[src/rtl/mem_arbiter.sv]
// mem_arbiter: single-port RAM responder shared by instruction fetch and data access.
// Optional watchdog abort on a stalled RAM is built when MEM_ARBITER_TIMEOUT_EN is defined.
module mem_arbiter #(
    parameter int unsigned DATA_PRIORITY  = 1,
    parameter int unsigned TIMEOUT_CYCLES = 64
) (
    input  logic        clk,
    input  logic        nrst,

    input  logic        imem_ren,
    input  logic [31:0] imem_addr,
    output logic [31:0] imem_load,
    output logic        ihit,

    input  logic        dmem_ren,
    input  logic        dmem_wen,
    input  logic [31:0] dmem_addr,
    input  logic [2:0]  dmem_width,
    input  logic [31:0] dmem_store,
    output logic [31:0] dmem_load,
    output logic        dhit,
    output logic        misalign_err,
    output logic        bus_err,

    output logic [29:0] ram_addr,
    output logic        ram_ren,
    output logic        ram_wen,
    output logic [31:0] ram_wdata,
    output logic [3:0]  ram_be,
    input  logic [31:0] ram_rdata,
    input  logic        ram_ready
);

    // state | meaning
    // IDLE  | no access in flight; grant one pending request
    // IBUSY | fetch strobe on the RAM, waiting for ram_ready
    // DBUSY | data strobe on the RAM, waiting for ram_ready
    // RESP  | one-cycle hit pulse with response data, then back to IDLE
    typedef enum logic [1:0] {IDLE, IBUSY, DBUSY, RESP} state_t;

    state_t      state;
    logic        lat_wr;
    logic [1:0]  lat_off;
    logic [1:0]  lat_width;

    logic        dmem_req;
    logic        grant_d;
    logic        grant_i;
    logic [1:0]  d_width;
    logic        d_misaligned;
    logic [3:0]  d_be;
    logic [31:0] d_wdata;
    logic [31:0] rd_shifted;
    logic [31:0] load_val;

    logic        unused_bits;
    assign unused_bits = ^{dmem_width[2], imem_addr[1:0]};

    always_comb begin
        dmem_req     = dmem_ren | dmem_wen;
        grant_d      = dmem_req & ((DATA_PRIORITY != 0) | ~imem_ren);
        grant_i      = imem_ren & ~grant_d;
        d_width      = dmem_width[1:0];
        // encoding 11 behaves as a word access
        d_misaligned = ((d_width == 2'b01) && dmem_addr[0]) ||
                       (d_width[1] && (dmem_addr[1:0] != 2'b00));
    end

    always_comb begin
        d_be    = 4'b1111;
        d_wdata = dmem_store;
        if (dmem_wen) begin
            case (d_width)
                2'b00: begin
                    d_be    = 4'b0001 << dmem_addr[1:0];
                    d_wdata = {4{dmem_store[7:0]}};
                end
                2'b01: begin
                    d_be    = dmem_addr[1] ? 4'b1100 : 4'b0011;
                    d_wdata = {2{dmem_store[15:0]}};
                end
                default: begin
                    d_be    = 4'b1111;
                    d_wdata = dmem_store;
                end
            endcase
        end
    end

    always_comb begin
        rd_shifted = ram_rdata >> {lat_off, 3'b000};
        case (lat_width)
            2'b00:   load_val = {24'h0, rd_shifted[7:0]};
            2'b01:   load_val = {16'h0, rd_shifted[15:0]};
            default: load_val = rd_shifted;
        endcase
    end

`ifdef MEM_ARBITER_TIMEOUT_EN
    localparam int          WD_W     = $clog2(TIMEOUT_CYCLES + 1);
    localparam logic [31:0] ERR_DATA = 32'hDEAD_BEEF;
    logic [WD_W-1:0] wdog;
`else
    logic unused_timeout;
    assign unused_timeout = (TIMEOUT_CYCLES != 0);
    assign bus_err        = 1'b0;
`endif

    always_ff @(posedge clk or negedge nrst) begin
        if (!nrst) begin
            state        <= IDLE;
            lat_wr       <= 1'b0;
            lat_off      <= 2'b00;
            lat_width    <= 2'b00;
            imem_load    <= 32'h0;
            dmem_load    <= 32'h0;
            ihit         <= 1'b0;
            dhit         <= 1'b0;
            misalign_err <= 1'b0;
            ram_addr     <= 30'h0;
            ram_ren      <= 1'b0;
            ram_wen      <= 1'b0;
            ram_wdata    <= 32'h0;
            ram_be       <= 4'h0;
`ifdef MEM_ARBITER_TIMEOUT_EN
            bus_err      <= 1'b0;
            wdog         <= '0;
`endif
        end else begin
            case (state)
                IDLE: begin
`ifdef MEM_ARBITER_TIMEOUT_EN
                    wdog <= '0;
`endif
                    if (grant_d) begin
                        lat_wr    <= dmem_wen;
                        lat_off   <= dmem_addr[1:0];
                        lat_width <= d_width;
                        ram_addr  <= dmem_addr[31:2];
                        if (d_misaligned) begin
                            // rejected without touching the RAM
                            dhit         <= 1'b1;
                            misalign_err <= 1'b1;
                            dmem_load    <= 32'h0;
                            state        <= RESP;
                        end else begin
                            ram_ren   <= ~dmem_wen;
                            ram_wen   <= dmem_wen;
                            ram_be    <= d_be;
                            ram_wdata <= d_wdata;
                            state     <= DBUSY;
                        end
                    end else if (grant_i) begin
                        lat_wr    <= 1'b0;
                        lat_off   <= 2'b00;
                        lat_width <= 2'b10;
                        ram_addr  <= imem_addr[31:2];
                        ram_ren   <= 1'b1;
                        ram_be    <= 4'b1111;
                        state     <= IBUSY;
                    end
                end

                IBUSY, DBUSY: begin
                    if (ram_ready) begin
                        ram_ren <= 1'b0;
                        ram_wen <= 1'b0;
                        state   <= RESP;
                        if (state == IBUSY) begin
                            ihit      <= 1'b1;
                            imem_load <= ram_rdata;
                        end else begin
                            dhit      <= 1'b1;
                            dmem_load <= lat_wr ? 32'h0 : load_val;
                        end
                    end
`ifdef MEM_ARBITER_TIMEOUT_EN
                    else if (wdog == WD_W'(TIMEOUT_CYCLES - 1)) begin
                        ram_ren <= 1'b0;
                        ram_wen <= 1'b0;
                        bus_err <= 1'b1;
                        state   <= RESP;
                        if (state == IBUSY) begin
                            ihit      <= 1'b1;
                            imem_load <= ERR_DATA;
                        end else begin
                            dhit      <= 1'b1;
                            dmem_load <= ERR_DATA;
                        end
                    end else begin
                        wdog <= wdog + 1'b1;
                    end
`endif
                end

                RESP: begin
                    ihit         <= 1'b0;
                    dhit         <= 1'b0;
                    misalign_err <= 1'b0;
`ifdef MEM_ARBITER_TIMEOUT_EN
                    bus_err      <= 1'b0;
`endif
                    state        <= IDLE;
                end

                default: state <= IDLE;
            endcase
        end
    end

endmodule

[config.mk]
export PLATFORM = sky130hd
export DESIGN_NAME = mem_arbiter
export DESIGN_NICKNAME = d
export VERILOG_FILES = /design/src/rtl/mem_arbiter.sv
export SDC_FILE = /design/constraint.sdc
export NUM_CORES = 1
export LEC_CHECK = 0
export CAP_MARGIN = 30
export CORE_ASPECT_RATIO = 1.2
export CORE_UTILIZATION = 44
export CTS_CLUSTER_DIAMETER = 150
export DETAILED_ROUTE_END_ITERATION = 7
export PLACE_DENSITY_LB_ADDON = 0.1
export SLEW_MARGIN = 5
export SYNTH_ARGS = -nofsm -noshare
export SYNTH_HDL_FRONTEND = slang
export SYNTH_SLANG_ARGS = --single-unit
[constraint.sdc]
create_clock -name clk -period 2.1 [get_ports clk]
set_input_delay 0.63 -clock clk [delete_from_list [all_inputs] [get_ports clk]]
set_output_delay 0.63 -clock clk [all_outputs]
set_load 0.1 [all_outputs]
==> results of run 1 <==
-- cells by family after synthesis --
family / synth area share
buffers and inverters: 0.0410
muxes: 0.243
and+or+nand+nor: 0.0758
AOI/OAI and AO/OA: 0.109
DFF: 0.523
other: 0.000551
adders and majority gates: 0.00736
-- worst max path at each step --
stage	from	cells after the start	slack, ps	endpoint
final	dmem_wen	8	130	ram_wdata[31]$_DFFE_PN0P_
after global routing	dmem_wen	8	30	ram_wdata[31]$_DFFE_PN0P_
after CTS	state[0]$_DFFE_PN0P_	8	130	dmem_load[31]$_DFFE_PN0P_
after detailed placement	dmem_width[1]	8	-280	ram_wdata[14]$_DFFE_PN0P_
after global placement	dmem_width[1]	6	-240	ram_wdata[5]$_DFFE_PN0P_
after floorplan	state[0]$_DFFE_PN0P_	7	160	dmem_load[10]$_DFFE_PN0P_
-- cell usage in the layout, fill, tap and decap left out, types with 2 or more instances in the layout --
cell type / Yosys / routed
buf_12: 0 / 144
nand2_1: 75 / 75
bufinv_16: 0 / 4
o21ai_0: 13 / 13
nor2_1: 24 / 24
ha_1: 4 / 3
a21oi_1: 9 / 9
mux2_4: 26 / 26
inv_1: 15 / 15
o22ai_1: 4 / 4
o21ai_4: 0 / 2
clkinvlp_4: 0 / 2
nor2b_1: 14 / 13
a211oi_1: 16 / 16
clkdlybuf4s50_1: 0 / 132
clkinv_2: 0 / 3
clkbuf_8: 0 / 4
buf_4: 5 / 37
o21ai_1: 56 / 56
a22o_1: 2 / 2
clkbuf_16: 0 / 17
mux2_1: 42 / 42
a31oi_1: 2 / 2
nand2b_1: 3 / 3
a32o_1: 3 / 3
mux2i_1: 79 / 79
a2bb2oi_1: 8 / 8
dfrtp_1: 142 / 142
-- per-stage QoR --
step / instance area (um^2) / hold WS, ps / setup TNS (ps)
2_1_floorplan: 6800 / 334 / 0
3_3_place_gp: 11300 / 489 / -16850
3_5_place_dp: 11300 / 514 / -20040
4_1_cts: 12000 / 112 / 0
5_1_grt: 12000 / 118 / 0
6_report: 12000 / 111 / 0
-- worst reg2reg max path, stage by stage (launching register included) --
cell and delay [ps]:
dfrtp_1 400, inv_1 130, ha_2 340, nor2b_1 320
o21ai_4 130, buf_12 180, mux2_4 310
-- sequential cells by signal, summed over array words and instances (netlist names) --
register      flops
ram_be            4
dmem_load        32
lat_width         2
ram_wen           1
ihit              1
ram_wdata        32
ram_addr         30
ram_ren           1
lat_off           2
dhit              1
misalign_err      1
imem_load        32
lat_wr            1
state             2
-- layout make-up --
cell class | count | area (um^2)
Clock buffer | 22 | 484
Sequential cell | 142 | 3550
Timing Repair Buffer | 314 | 4490
Tap cell | 204 | 255
Clock inverter | 10 | 159
Inverter | 16 | 60.1
Fill cell | 903 | 3020
Multi-Input combinational cell | 393 | 2990
-- synth_stat cells (2+ instances only) --
library cell and n:
dfrtp_1 142, mux2i_1 79, nand2_1 75, o21ai_1 56
mux2_1 42, mux2_4 26, nor2_1 24, buf_2 19
a211oi_1 16, inv_1 15, nor2b_1 14, o21ai_0 13
clkbuf_1 12, a21oi_1 9, a2bb2oi_1 8, buf_4 5
ha_1 4, o22ai_1 4, a32o_1 3, buf_6 3
nand2b_1 3, a22o_1 2, a31oi_1 2, buf_1 2
o21ai_2 2
-- metal layers --
metal / global-route usage / vias up / share of wire / wire length (um)
li1: - / 2659 / - / -
met1: 0.299 / 2749 / 0.37 / 7420
met2: 0.467 / 212 / 0.54 / 10700
met3: 0.0750 / 29 / 0.066 / 1320
met4: 0.0957 / 0 / 0.021 / 425
met5: 0 / - / 0 / 0
-- repair_timing --
item	CTS	global route
buffers inserted	0	1
hold endpoints to repair	0	0
resized for setup	0	1
endpoints found under the setup margin	0	2
==> impl_metrics.yaml, run 1 <==
worst_setup_path:
  crit_path_end_kind: "register"
  reg2reg_depth: 6
  timing.critical_path.max_delay_family: "buffers and inverters"
  most_prevalent_standard_cell_on_the_critical_path: "buf_4"
  series_of_cell_instances_along_the_critical_path: "clkdlybuf4s50_1 > or2_1 > o211ai_1 > buf_4 > buf_12 > buf_4 > nand2_1 > o21ai_1"
  reg2reg_from: "state[1]$_DFFE_PN0P_"
  critPathMaxStageDelay_ps: 510
  critical_path_class: "in -> reg"
  cp_max_fo: 19
  timing.critical_path.buf_inv: 4
  reg2reg_to: "dmem_load[3]$_DFFE_PN0P_"
  reg2reg_setup_slack_ps: 170
  critPathArrivalTime_ps: 2310
  slowest_library_cell_on_the_worst_path: "clkdlybuf4s50_1"
  timing.critical_path.from_type: "input pin"
  cp.required_ps: 2440
logic_synthesis:
  synth.cell_area_um2: 6800
  dominantRegCellSynth: "dfrtp_1"
  syn_area_per_cell_um2: 11.5
  synth_top_area_cell: "dfrtp_1"
  synth_async_sr_flop_share: 1.00
  synth_nets: 733
  synth-edff-count: 0
  yosys_warnings: 0
  postSynthRegisterBits: 142
  post_synth_num_cell_types: 37
  synth_largest_type_area_fraction: 0.523
  postSynthCellCount: 592
  synth_area_leaders: "dfrtp_1 (52%), mux2i_1 (12%), mux2_1 (7.0%)"
  synth.yosys.seq_area_share: 0.523
die:
  chipHeight_um: 138
  floorplan.initialDensity: 0.453
  die_area_um2: 16000
  rows: 49
  num_io_pins: 273
  die_width_um: 115
  design.core.area_um2: 15000
timing:
  rsz0062_at_grt: "no"
  report.final.hold_viol_count: 0
  final.setup.worst_slack_ps: 129
  number_of_setup_violations_in_the_final_report: 0
  worst_slew_margin_rel: 0.503
  post-route-period-util: 0.938
  clock_skew_ps: 9.54
  timing_max_transition_violations_final: 0
  worst_slew_pin_slew_ps: 744
  fmaxAchievable_mhz: 507
  final.min_clock_period_ps: 1970
cells_and_area:
  flow.area_growth_from_synthesis_pct: 76.4
  layout.cells.non_filler: 1101
  finish.net_count: 1025
  fin_util: 0.799
  num_antenna_cells: 0
  final_layout_size_suffix_gt1_frac: 0.274
clock_tree:
  worst_setup_hold_path_clk_slew_ps: 60
  postCtsHoldBufs: 0
  cts_num_sinks: 142
  worst_skew_pair.late_latency_ps: 420
  cts_made_buffers: 17
  cts.path.max_buffers: 2
  htreeDepth: 4
  cts_tree: "built"
  clock-root-buffer: "clkbuf_16"
global_routing:
  global_route_wire_length_before_repair_um: 32200
  grt_pass1_vias: 5997
  antenna_found_initial: 0
  global_route.usage.total: 0.264
  grt_start_max_net_pins: 61
  grt.overflow.total: 0
run_status:
  run_status: "complete, no violations"
routing:
  drt_pre_antenna_iters: 4
  route.detailed.drc: 0
  routed_wirelength_um: 19900
  avgRoutedWirePerCell_um: 18.0
  drt_iter0_drc: 238
  via_per_inst: 5.13
  drtAntennaViolNets: 0
  detailroute.via_count: 5649
place:
  placedCellCount: 1068
  dp_hpwl_um: 15000
  gp_congestion: 0.851
  dpl_worst_slack_ps: -280
  port_buffers: 268
job:
  timing.max_cap.violations: 0
min_path:
  hold_path.class: "in -> async"
Power of run 1 is left out: the tool's default activity adds up to more than one toggle a clock period on the data nets, which glitch-free logic cannot reach.
==> inputs of run 2 (changes only) <==
--- a/config.mk
+++ b/config.mk
@@ -10,6 +10,7 @@
 export CORE_UTILIZATION = 44
 export CTS_CLUSTER_DIAMETER = 150
 export DETAILED_ROUTE_END_ITERATION = 7
+export HOLD_SLACK_MARGIN = 0.03
 export PLACE_DENSITY_LB_ADDON = 0.1
 export SLEW_MARGIN = 5
 export SYNTH_ARGS = -nofsm -noshare
==> results of run 2 <==
Final layout, timing and power as in run 1 (identical DEF).
Power of run 2 is left out for the same reason.
==> inputs of run 3 (changes only) <==
--- a/config.mk
+++ b/config.mk
@@ -5,6 +5,7 @@
 export SDC_FILE = /design/constraint.sdc
 export NUM_CORES = 1
 export LEC_CHECK = 0
+export ABC_CLOCK_PERIOD_IN_PS = 2100
 export CAP_MARGIN = 30
 export CORE_ASPECT_RATIO = 1.2
 export CORE_UTILIZATION = 44
==> results of run 3 <==
Final layout, timing and power as in run 1 (identical DEF).
Power of run 3 is left out for the same reason.
